[src/rtl/fifo_pkg.sv]
// Purpose: shared FIFO helpers (pointer width, depth legality, full compare, occupancy).
// Latency: n/a, constant and combinational functions only.
// Backpressure: n/a.
//
// Pointers are passed zero-extended to fifo_ptr_t so one set of functions
// serves every DEPTH up to FIFO_MAX_DEPTH. The caller supplies the index width aw.
package fifo_pkg;

   localparam int FIFO_MAX_DEPTH = 64;
   localparam int FIFO_PTR_MAX_W = 7;   // $clog2(FIFO_MAX_DEPTH) + 1

   typedef logic [FIFO_PTR_MAX_W-1:0] fifo_ptr_t;

   // Pointer width for a given depth: index bits plus one wrap bit.
   function automatic int FIFO_PTR_W(input int depth);
      return $clog2(depth) + 1;
   endfunction

   // Legal depths are powers of two in 2..FIFO_MAX_DEPTH.
   function automatic bit fifo_depth_ok(input int depth);
      return (depth >= 2) && (depth <= FIFO_MAX_DEPTH) && ((depth & (depth - 1)) == 0);
   endfunction

   // Full when the indices match and the wrap bits differ.
   function automatic logic fifo_is_full(input fifo_ptr_t wr, input fifo_ptr_t rd, input int aw);
      fifo_ptr_t idx_mask;
      fifo_ptr_t wrap_mask;
      idx_mask  = fifo_ptr_t'((1 << aw) - 1);
      wrap_mask = fifo_ptr_t'(1 << aw);
      return ((wr & idx_mask) == (rd & idx_mask)) && (((wr ^ rd) & wrap_mask) != '0);
   endfunction

   // Occupancy wr - rd, modulo 2^(aw+1) so pointer wrap-around is transparent.
   function automatic fifo_ptr_t fifo_occupancy(input fifo_ptr_t wr, input fifo_ptr_t rd, input int aw);
      fifo_ptr_t ptr_mask;
      ptr_mask = fifo_ptr_t'((1 << (aw + 1)) - 1);
      return (wr - rd) & ptr_mask;
   endfunction

endpackage

[src/rtl/fifo_ptr.sv]
// Purpose: one FIFO pointer, W bits including the wrap bit.
// Latency: new value visible one cycle after inc/clr.
// Backpressure: none; the caller qualifies inc.
//
// Ports: clk, rst (async active-low), clr (sync clear, wins over inc),
//        inc (advance by one, rolls over at 2^W), ptr (current value).
module fifo_ptr #(
   parameter int W = 4
) (
   input  logic         clk,
   input  logic         rst,
   input  logic         clr,
   input  logic         inc,
   output logic [W-1:0] ptr
);

   always_ff @(posedge clk or negedge rst) begin
      if (!rst) begin
         ptr <= '0;
      end else if (clr) begin
         ptr <= '0;
      end else if (inc) begin
         ptr <= ptr + W'(1);
      end
   end

endmodule

[src/rtl/fifo_req_1r1w.sv]
// Purpose: FIFO with push, in-order bus issue (grant) and in-order retire (pop).
// Latency: pushed data visible on req_data/head_data next cycle; reads are 0-cycle from storage.
// Backpressure: push dropped when full, grant dropped without req_vld, pop dropped without head_vld.
//
// Ports: clk, rst (async active-low), flush (sync pointer clear),
//        push/in_data (write), req_gnt (issue), pop (retire),
//        req_data/req_vld (oldest un-issued entry), head_data/head_vld (oldest issued entry),
//        count/full/empty_n (occupancy), almost_full (only with FIFO_ALMOST_FULL_EN).
// Build option: define FIFO_ALMOST_FULL_EN to add AF_LEVEL and the almost_full output.
module fifo_req_1r1w
   import fifo_pkg::*;
#(
   parameter  int WIDTH    = 32,
   parameter  int DEPTH    = 8,
`ifdef FIFO_ALMOST_FULL_EN
   parameter  int AF_LEVEL = DEPTH - 2,
`endif
   localparam int AW       = $clog2(DEPTH)
) (
   input  logic             clk,
   input  logic             rst,
   input  logic             flush,
   input  logic             push,
   input  logic [WIDTH-1:0] in_data,
   input  logic             req_gnt,
   input  logic             pop,
   output logic [WIDTH-1:0] req_data,
   output logic             req_vld,
   output logic [WIDTH-1:0] head_data,
   output logic             head_vld,
   output logic [AW:0]      count,
   output logic             full,
`ifdef FIFO_ALMOST_FULL_EN
   output logic             almost_full,
`endif
   output logic             empty_n
);

   localparam int PW = FIFO_PTR_W(DEPTH);

   if (!fifo_depth_ok(DEPTH)) begin : g_bad_depth
      $error("fifo_req_1r1w: DEPTH must be a power of 2 in 2..64");
   end

   logic [PW-1:0]    wr_ptr;
   logic [PW-1:0]    req_ptr;
   logic [PW-1:0]    rd_ptr;
   logic             push_ok;
   logic             gnt_ok;
   logic             pop_ok;
   logic [DEPTH-1:0] wr_sel;
   logic [WIDTH-1:0] mem [DEPTH];

   // Qualifiers look only at the current state, so a push into a full FIFO is
   // rejected even when a pop frees a slot in the same cycle.
   assign push_ok = push & ~full;
   assign gnt_ok  = req_gnt & req_vld;
   assign pop_ok  = pop & head_vld;

   fifo_ptr #(.W(PW)) u_wr_ptr (
      .clk (clk),
      .rst (rst),
      .clr (flush),
      .inc (push_ok),
      .ptr (wr_ptr)
   );

   fifo_ptr #(.W(PW)) u_req_ptr (
      .clk (clk),
      .rst (rst),
      .clr (flush),
      .inc (gnt_ok),
      .ptr (req_ptr)
   );

   fifo_ptr #(.W(PW)) u_rd_ptr (
      .clk (clk),
      .rst (rst),
      .clr (flush),
      .inc (pop_ok),
      .ptr (rd_ptr)
   );

   // One-hot write select; flush suppresses the write along with the pointer moves.
   always_comb begin
      wr_sel = '0;
      wr_sel[wr_ptr[AW-1:0]] = push_ok & ~flush;
   end

   // Storage is cleared only by reset; flush leaves stale data behind the pointers.
   always_ff @(posedge clk or negedge rst) begin
      if (!rst) begin
         for (int i = 0; i < DEPTH; i++) begin
            mem[i] <= '0;
         end
      end else begin
         for (int i = 0; i < DEPTH; i++) begin
            if (wr_sel[i]) begin
               mem[i] <= in_data;
            end
         end
      end
   end

   assign req_data  = mem[req_ptr[AW-1:0]];
   assign head_data = mem[rd_ptr[AW-1:0]];

   // Full-width compares keep valid flags correct when two pointers share an index.
   assign req_vld  = (wr_ptr != req_ptr);
   assign head_vld = (req_ptr != rd_ptr);
   assign full     = fifo_is_full(fifo_ptr_t'(wr_ptr), fifo_ptr_t'(rd_ptr), AW);
   assign count    = PW'(fifo_occupancy(fifo_ptr_t'(wr_ptr), fifo_ptr_t'(rd_ptr), AW));
   assign empty_n  = (count != '0);

`ifdef FIFO_ALMOST_FULL_EN
   logic [PW-1:0] wr_nxt;
   logic [PW-1:0] rd_nxt;
   logic [PW-1:0] count_nxt;

   assign wr_nxt    = wr_ptr + PW'(push_ok);
   assign rd_nxt    = rd_ptr + PW'(pop_ok);
   assign count_nxt = PW'(fifo_occupancy(fifo_ptr_t'(wr_nxt), fifo_ptr_t'(rd_nxt), AW));

   // Registered from the next-state occupancy so it lines up with count.
   always_ff @(posedge clk or negedge rst) begin
      if (!rst) begin
         almost_full <= 1'b0;
      end else if (flush) begin
         almost_full <= 1'b0;
      end else begin
         almost_full <= (int'(count_nxt) >= AF_LEVEL);
      end
   end
`endif

endmodule
[config.mk]
export PLATFORM = sky130hd
export DESIGN_NAME = fifo_req_1r1w
export DESIGN_NICKNAME = d
export VERILOG_FILES = /design/src/rtl/fifo_pkg.sv /design/src/rtl/fifo_ptr.sv /design/src/rtl/fifo_req_1r1w.sv
export SDC_FILE = /design/constraint.sdc
export NUM_CORES = 1
export LEC_CHECK = 0
export BUFFER_PORTS_ARGS = -buffer_cell sky130_fd_sc_hd__buf_2
export CAP_MARGIN = 20
export CORE_MARGIN = 1
export CORE_UTILIZATION = 30
export CTS_BUF_LIST = sky130_fd_sc_hd__clkbuf_2
export CTS_CLUSTER_DIAMETER = 60
export CTS_CLUSTER_SIZE = 14
export DETAILED_ROUTE_END_ITERATION = 16
export PLACE_DENSITY = 0.55
export SYNTH_ARGS = -nofsm -noshare
export SYNTH_HDL_FRONTEND = slang
export SYNTH_SLANG_ARGS = --single-unit
[constraint.sdc]
create_clock -name clk -period 3.55 [get_ports clk]
set_input_delay 0.8875 -clock clk [delete_from_list [all_inputs] [get_ports clk]]
set_output_delay 0.8875 -clock clk [all_outputs]
set_load 0.01 [all_outputs]
==> results of run 1 <==
==> stage by stage <==
stage / hold WS, ns / std cells / setup slack [ns]
5_1_grt: 0.02941 / 1708 / -0.2037
3_3_place_gp: 0.4889 / 1622 / 0.5139
2_1_floorplan: 0.4762 / 941 / 0.4955
6_report: 0.1144 / 1708 / -0.06266
3_5_place_dp: 0.5017 / 1622 / 0.4829
4_1_cts: 0.002407 / 1700 / -0.1582
==> cell families (layout without fill, tap and decap cells) <==
kind of cell	Yosys count	after routing	synth area share, %
fa+ha+maj	7	7	0.6544
mux	417	417	43.78
buf+inv	82	233	3.160
other cells	0	1	0
flops	268	268	46.16
compound gates	18	18	0.7578
simple gates	134	134	4.538
xor+xnor	15	15	0.9558
==> cells in the final DEF (no fill, tap or decap), types with 5 or more instances in the layout <==
cell type / count
nand2_2: 36
nand2_1: 59
mux4_2: 128
dfrtp_1: 261
clkinv_4: 5
buf_6: 54
nand3_4: 6
inv_1: 8
buf_12: 15
dfrtp_4: 5
mux2_2: 188
clkbuf_2: 34
mux2_1: 14
nor2_1: 10
buf_2: 62
xnor2_1: 8
a21oi_1: 6
mux2_4: 86
buf_16: 11
clkbuf_16: 5
buf_4: 20
nand3_1: 5
==> state kept, by name (all words and copies together) (netlist names) <==
register       cells
mem              256
u_rd_ptr.ptr       4
u_req_ptr.ptr      4
u_wr_ptr.ptr       4
==> path summary, 6_finish.rpt <==
| path | start | to | slack (ns) | cells after the start |
|---|---|---|---|---|
| worst max-delay path | u_req_ptr.ptr[0]$_DFFE_PN0P_ | req_data[10] | -0.06 | 5 |
| worst min-delay path | pop | u_rd_ptr.ptr[1]$_DFFE_PN0P_ | 0.11 | 3 |
| worst max register to register | u_wr_ptr.ptr[2]$_DFFE_PN0P_ | mem[32]$_DFFE_PN0P_ | 0.47 | 6 |
| worst min register to register | mem[143]$_DFFE_PN0P_ | mem[143]$_DFFE_PN0P_ | 0.55 | 1 |
| max in group asynchronous | rst | mem[27]$_DFFE_PN0P_ | 2.33 | 3 |
| min in group asynchronous | rst | mem[122]$_DFFE_PN0P_ | 0.46 | 2 |
==> layer usage <==
layer	vias to the layer above	part of all wire, %	GRT usage (%)
li1	3836	-	-
met2	168	51	28.08
met1	4778	43	21.95
met5	-	0.057	0
met4	4	1.6	2.755
met3	50	4.4	2.558
==> final cells by class <==
class / count / area [um^2] / share of cell area (%)
flip-flops and latches: 268 / 6728 / 38.60
inverters: 11 / 43.79 / 0.2513
repair buffers: 173 / 1899 / 10.90
multi-input cells: 591 / 7656 / 43.93
diodes: 1 / 2.502 / 0.01436
clock inverters: 15 / 158.9 / 0.9118
well taps: 615 / 769.5 / 4.415
clock buffers: 34 / 170.2 / 0.9764
==> repair_timing <==
item / CTS / global route
gates cloned: 9 / 6
buffers inserted: 19 / 1
pin swaps: 9 / 14
resized for setup: 125 / 48
hold buffers: 1 / 0
setup endpoints to repair: 70 / 69
hold endpoints to repair: 68 / 0
==> report_power, final <==
group          internal [mW]  leakage [nW]  total (mW)  switching (mW)
registers               3.57          3.53        3.95           0.384
clock network          0.455         0.224        1.63            1.18
logic                   2.74          4.06        4.63            1.89
total                   6.76          7.81        10.2            3.45
==> worst max-delay path, cell delays in order, from the launching register on <==
cell,delay [ns]
dfrtp_4,0.55
buf_12,0.16
buf_12,0.13
mux4_2,0.50
mux2_4,0.30
buf_6,0.13
==> metrics.cfg, run 1 <==
[sta]
period_needed_ns=3.613
tightest_slew_ns=0.7702
maxSlewViolCount=0
hold_viol=0
period_share_pct=101.8
slew_headroom_pct=48.66
max_freq_ghz=0.2768
setup_slack_ns=-0.06266
rsz0062_at_grt=true
finalClockSkew_ns=0.09753
fin_tns_setup_ns=-1.242
setup-violations-final=43

[clocking]
cts_tree=done
h-tree-depth=1
cts.path.max_buffers=3
clockRootBuffer=clkbuf_2
path_clk_slew_ns=0.30
clk-insertion-delay-late_ns=1.00
cts_sinks=268
cts_buffers=28

[detailed_routing]
first_iter_violations=448
ant_nets=0
routed_wl_um=40210
wl_per_cell_um=23.54
drc=0
drt_first_pass_iters=4
vias=8836
vias_per_cell=5.173

[job]
maxCapViolations=0

[yosys]
netlist_instances=941
ys_types=35
ys_warn_count=0
yosys-top-cells-count=dfrtp_1, mux2_2, mux4_2, nand2_1, mux2_4
synth_top_cell_area_share_pct=46.16
yosysTopAreaCell=dfrtp_1
ys_seq_elements=268
yosysSeqAreaShare_pct=46.16
synth_async_sr_flop_share_pct=100.0
synth_edf_count=0
ys_top_cells_by_area=dfrtp_1, mux4_2, mux2_2
yosysMostFrequentCell=dfrtp_1
synth.avg_cell_area_um2=15.44
synth_area_um2=14530
synth_nets=986
synth_flop_cell=dfrtp_1

[critical_path]
cp-start-kind=register
cp.arrival_ns=2.73
cp-end-kind=primary output
worstPathRequired_ns=2.66
critPathMaxFanout=5
criticalPathCategory=reg2out

[floorplanning]
core.rowCount=80
fp.dieH_um=222.1
die_w_um=222.1
ioPinCount=110
coreArea_um2=47750
dieArea_um2=49320
start_util_pct=30.43

[layout]
drive_above_1_share_pct=63.19
fin_util_pct=36.50
design_area_um2=17430
nets=1118
area_growth_pct=19.94
fillerInstances=4520

[place]
place.port_buffers=109
place_congestion=0.7070
post-dp-hpwl_um=22300
placed_area_um2=15820

[power]
powerDensity_nw_per_um2=586.2
total_power_mw=10.22
ir_drop_mv=0.4706
leakage_nw=7.814

[grt]
overflow=0
grt.total_usage_pct=16.34
grt_antenna_before_repair=3
grt_pass1_wl_um=60850
first_global_vias=9391
grt_max_degree=77

[outcome]
status=complete, but fails checks
violations=negative setup slack

[worst_hold_path]
hp-class=in2reg

(Power assumes the default switching activity.)
==> run 2, diff against run 1 <==
==> constraint.sdc (replaced) <==
create_clock -name clk -period 3.55 [get_ports clk]
set_input_delay 0.5325 -clock clk [delete_from_list [all_inputs] [get_ports clk]]
set_output_delay 0.5325 -clock clk [all_outputs]
set_load 0.01 [all_outputs]
==> metrics.cfg, run 2 (synthesized netlist as in run 1, its figures left out) <==
[outcome]
status=completed

[clocking]
clockRootBuffer=clkbuf_2
clk-insertion-delay-late_ns=0.93  ; -0.07 ns
cts_buffers=29  ; +3.6%
path_clk_slew_ns=0.25  ; -0.05 ns
cts.path.max_buffers=3  ; unchanged
cts_tree=done
h-tree-depth=1  ; unchanged
cts_sinks=268  ; unchanged

[detailed_routing]
vias=8624  ; -2.4%
drc=0  ; unchanged
wl_per_cell_um=22.67  ; -3.7%
routed_wl_um=38780  ; -3.5%
ant_nets=0  ; unchanged
vias_per_cell=5.040  ; -2.6%
first_iter_violations=397  ; -11%
drt_first_pass_iters=6  ; +2

[layout]
layout_commonest_cell=dfrtp_1
area_growth_pct=14.18
seqCellArea_um2=6725  ; about the same
nets=1118  ; unchanged
top_register=mem
multiInputGateArea_um2=7365  ; -3.8%
fillerInstances=4634  ; +2.5%
drive_above_1_share_pct=55.12  ; -8.1 points
largest_register_ffs=256  ; unchanged
design_area_um2=16590  ; -4.8%
layout_common_cells=dfrtp_1, mux2_2, mux4_2

[critical_path]
slowest_delay_ns=0.78  ; +0.23 ns
rr_endpoint=mem[38]$_DFFE_PN0P_
rrSetupSlack_ns=0.57  ; +0.10 ns
rr_startpoint=u_wr_ptr.ptr[2]$_DFFE_PN0P_
criticalPathCategory=reg2out
worstPathRequired_ns=3.02  ; +0.36 ns
cp-end-kind=primary output
cp-start-kind=register
critPathMaxFanout=34  ; +29
crit_chain=buf_12 -> mux4_2 -> mux2_2 -> buf_2
critical_path.slowest_cell=dfrtp_4
rr_worst_depth=6  ; unchanged
cp.arrival_ns=2.84  ; +0.11 ns

[job]
maxCapViolations=0  ; unchanged

[sta]
maxSlewViolCount=0  ; unchanged
max_freq_ghz=0.2968  ; +7.2%
tightest_slew_ns=0.8064  ; +0.03624 ns
period_needed_ns=3.369  ; -0.2433 ns
fin_tns_setup_ns=0  ; +1.242 ns
period_share_pct=94.91  ; -6.9 points
slew_headroom_pct=46.24  ; -2.4 points
hold_slack_ns=0.1456  ; +0.03122 ns
setup-violations-final=0  ; -100%
finalClockSkew_ns=0.06131  ; -0.03622 ns
rsz0062_at_grt=false
hold_viol=0  ; unchanged

[power]
total_power_mw=9.338  ; -8.6%
powerDensity_nw_per_um2=562.8  ; -4.0%
p_clk_share_pct=18.9  ; +2.9 points
leakage_nw=7.459  ; -4.5%
power.internal_mw=6.117  ; -9.6%
pwr-share-seq_pct=42.3  ; +3.6 points
swShare_pct=34.49  ; +0.69 points
comb_power_share_pct=38.8  ; -6.5 points
switching_power_mw=3.221  ; -6.7%
ir_drop_mv=0.3038  ; -35%

[floorplanning]
start_util_pct=30.43  ; unchanged
core.rowCount=80  ; unchanged
ioPinCount=110  ; unchanged
coreArea_um2=47750  ; unchanged
fp.dieH_um=222.1  ; unchanged
die_w_um=222.1  ; unchanged
dieArea_um2=49320  ; unchanged

[place]
place_congestion=0.7053  ; -0.24%
placed_area_um2=15730  ; -0.54%
place.port_buffers=109  ; unchanged
post-dp-hpwl_um=21980  ; -1.4%

[grt]
grt_max_degree=75  ; -2.6%
grt_antenna_before_repair=3  ; unchanged
grt.total_usage_pct=15.80  ; -0.54 points
overflow=0  ; unchanged
grt_pass1_wl_um=59690  ; -1.9%
first_global_vias=9402  ; +0.12%

[worst_hold_path]
hp-class=in2async

==> run 2: routing by layer <==
layer  routed length, um  GRT usage (%)  vias up
met3                1242          1.988       53
met5                  12              0        -
met2               18870          26.23      132
li1                    -              -     3816
met4                 705          3.136        2
met1               17950          22.15     4621
==> run 2: worst max path at each step <==
stage | start | end | slack [ns] | depth (start not counted)
3_3_place_gp | u_wr_ptr.ptr[0]$_DFFE_PN0P_ | mem[137]$_DFFE_PN0P_ | 0.61 | 7
2_1_floorplan | u_rd_ptr.ptr[1]$_DFFE_PN0P_ | empty_n | 0.85 | 9
3_5_place_dp | u_wr_ptr.ptr[0]$_DFFE_PN0P_ | mem[158]$_DFFE_PN0P_ | 0.53 | 7
4_1_cts | u_rd_ptr.ptr[0]$_DFFE_PN0P_ | head_data[27] | 0.02 | 5
5_1_grt | u_req_ptr.ptr[1]$_DFFE_PN0P_ | req_data[0] | 0.05 | 4
6_report | u_req_ptr.ptr[1]$_DFFE_PN0P_ | req_data[10] | 0.18 | 4
==> run 2: power by group through the flow <==
stage	sequential, mW	clock [mW]	combinational, mW
floorplan	3.84	0	2.50
global route	4.04	1.95	3.93
CTS	3.94	1.85	3.67
finish	3.95	1.76	3.62
global placement	4.01	0	3.51
detailed placement	4.04	0	3.54
==> run 2: critical path: cells and delay by family, from the launching register on <==
| family | cells | cell delay (ns) |
|---|---|---|
| buffers and inverters | 2 | 0.48 |
| DFF | 1 | 0.78 |
| muxes | 2 | 0.66 |
==> run 2: metrics by stage <==
stage               instances  setup WS (ns)  util (%)
floorplan                 941         0.8505         -
global placement         1614         0.6070     32.95
detailed placement       1614         0.5297     32.95
CTS                      1708        0.01657     34.68
global route             1711        0.05006     34.75
finish                   1711         0.1806     34.75
==> run 2: what timing repair did <==
item,in CTS,in global routing
pin swaps,0,0
resized for setup,1,1
hold endpoints to repair,439,0
buffers inserted,3,0
hold buffers,39,0
setup endpoints to repair,29,7
gates cloned,0,1
==> run 2: final cells by class <==
class                           instances  share of cell area [%]
Antenna cell                            2                 0.03017
Clock buffer                           32                  0.9653
Clock inverter                         20                   1.380
Inverter                               11                  0.2489
Multi-Input combinational cell        591                   44.39
Sequential cell                       268                   40.54
Tap cell                              615                   4.638
Timing Repair Buffer                  172                   7.813
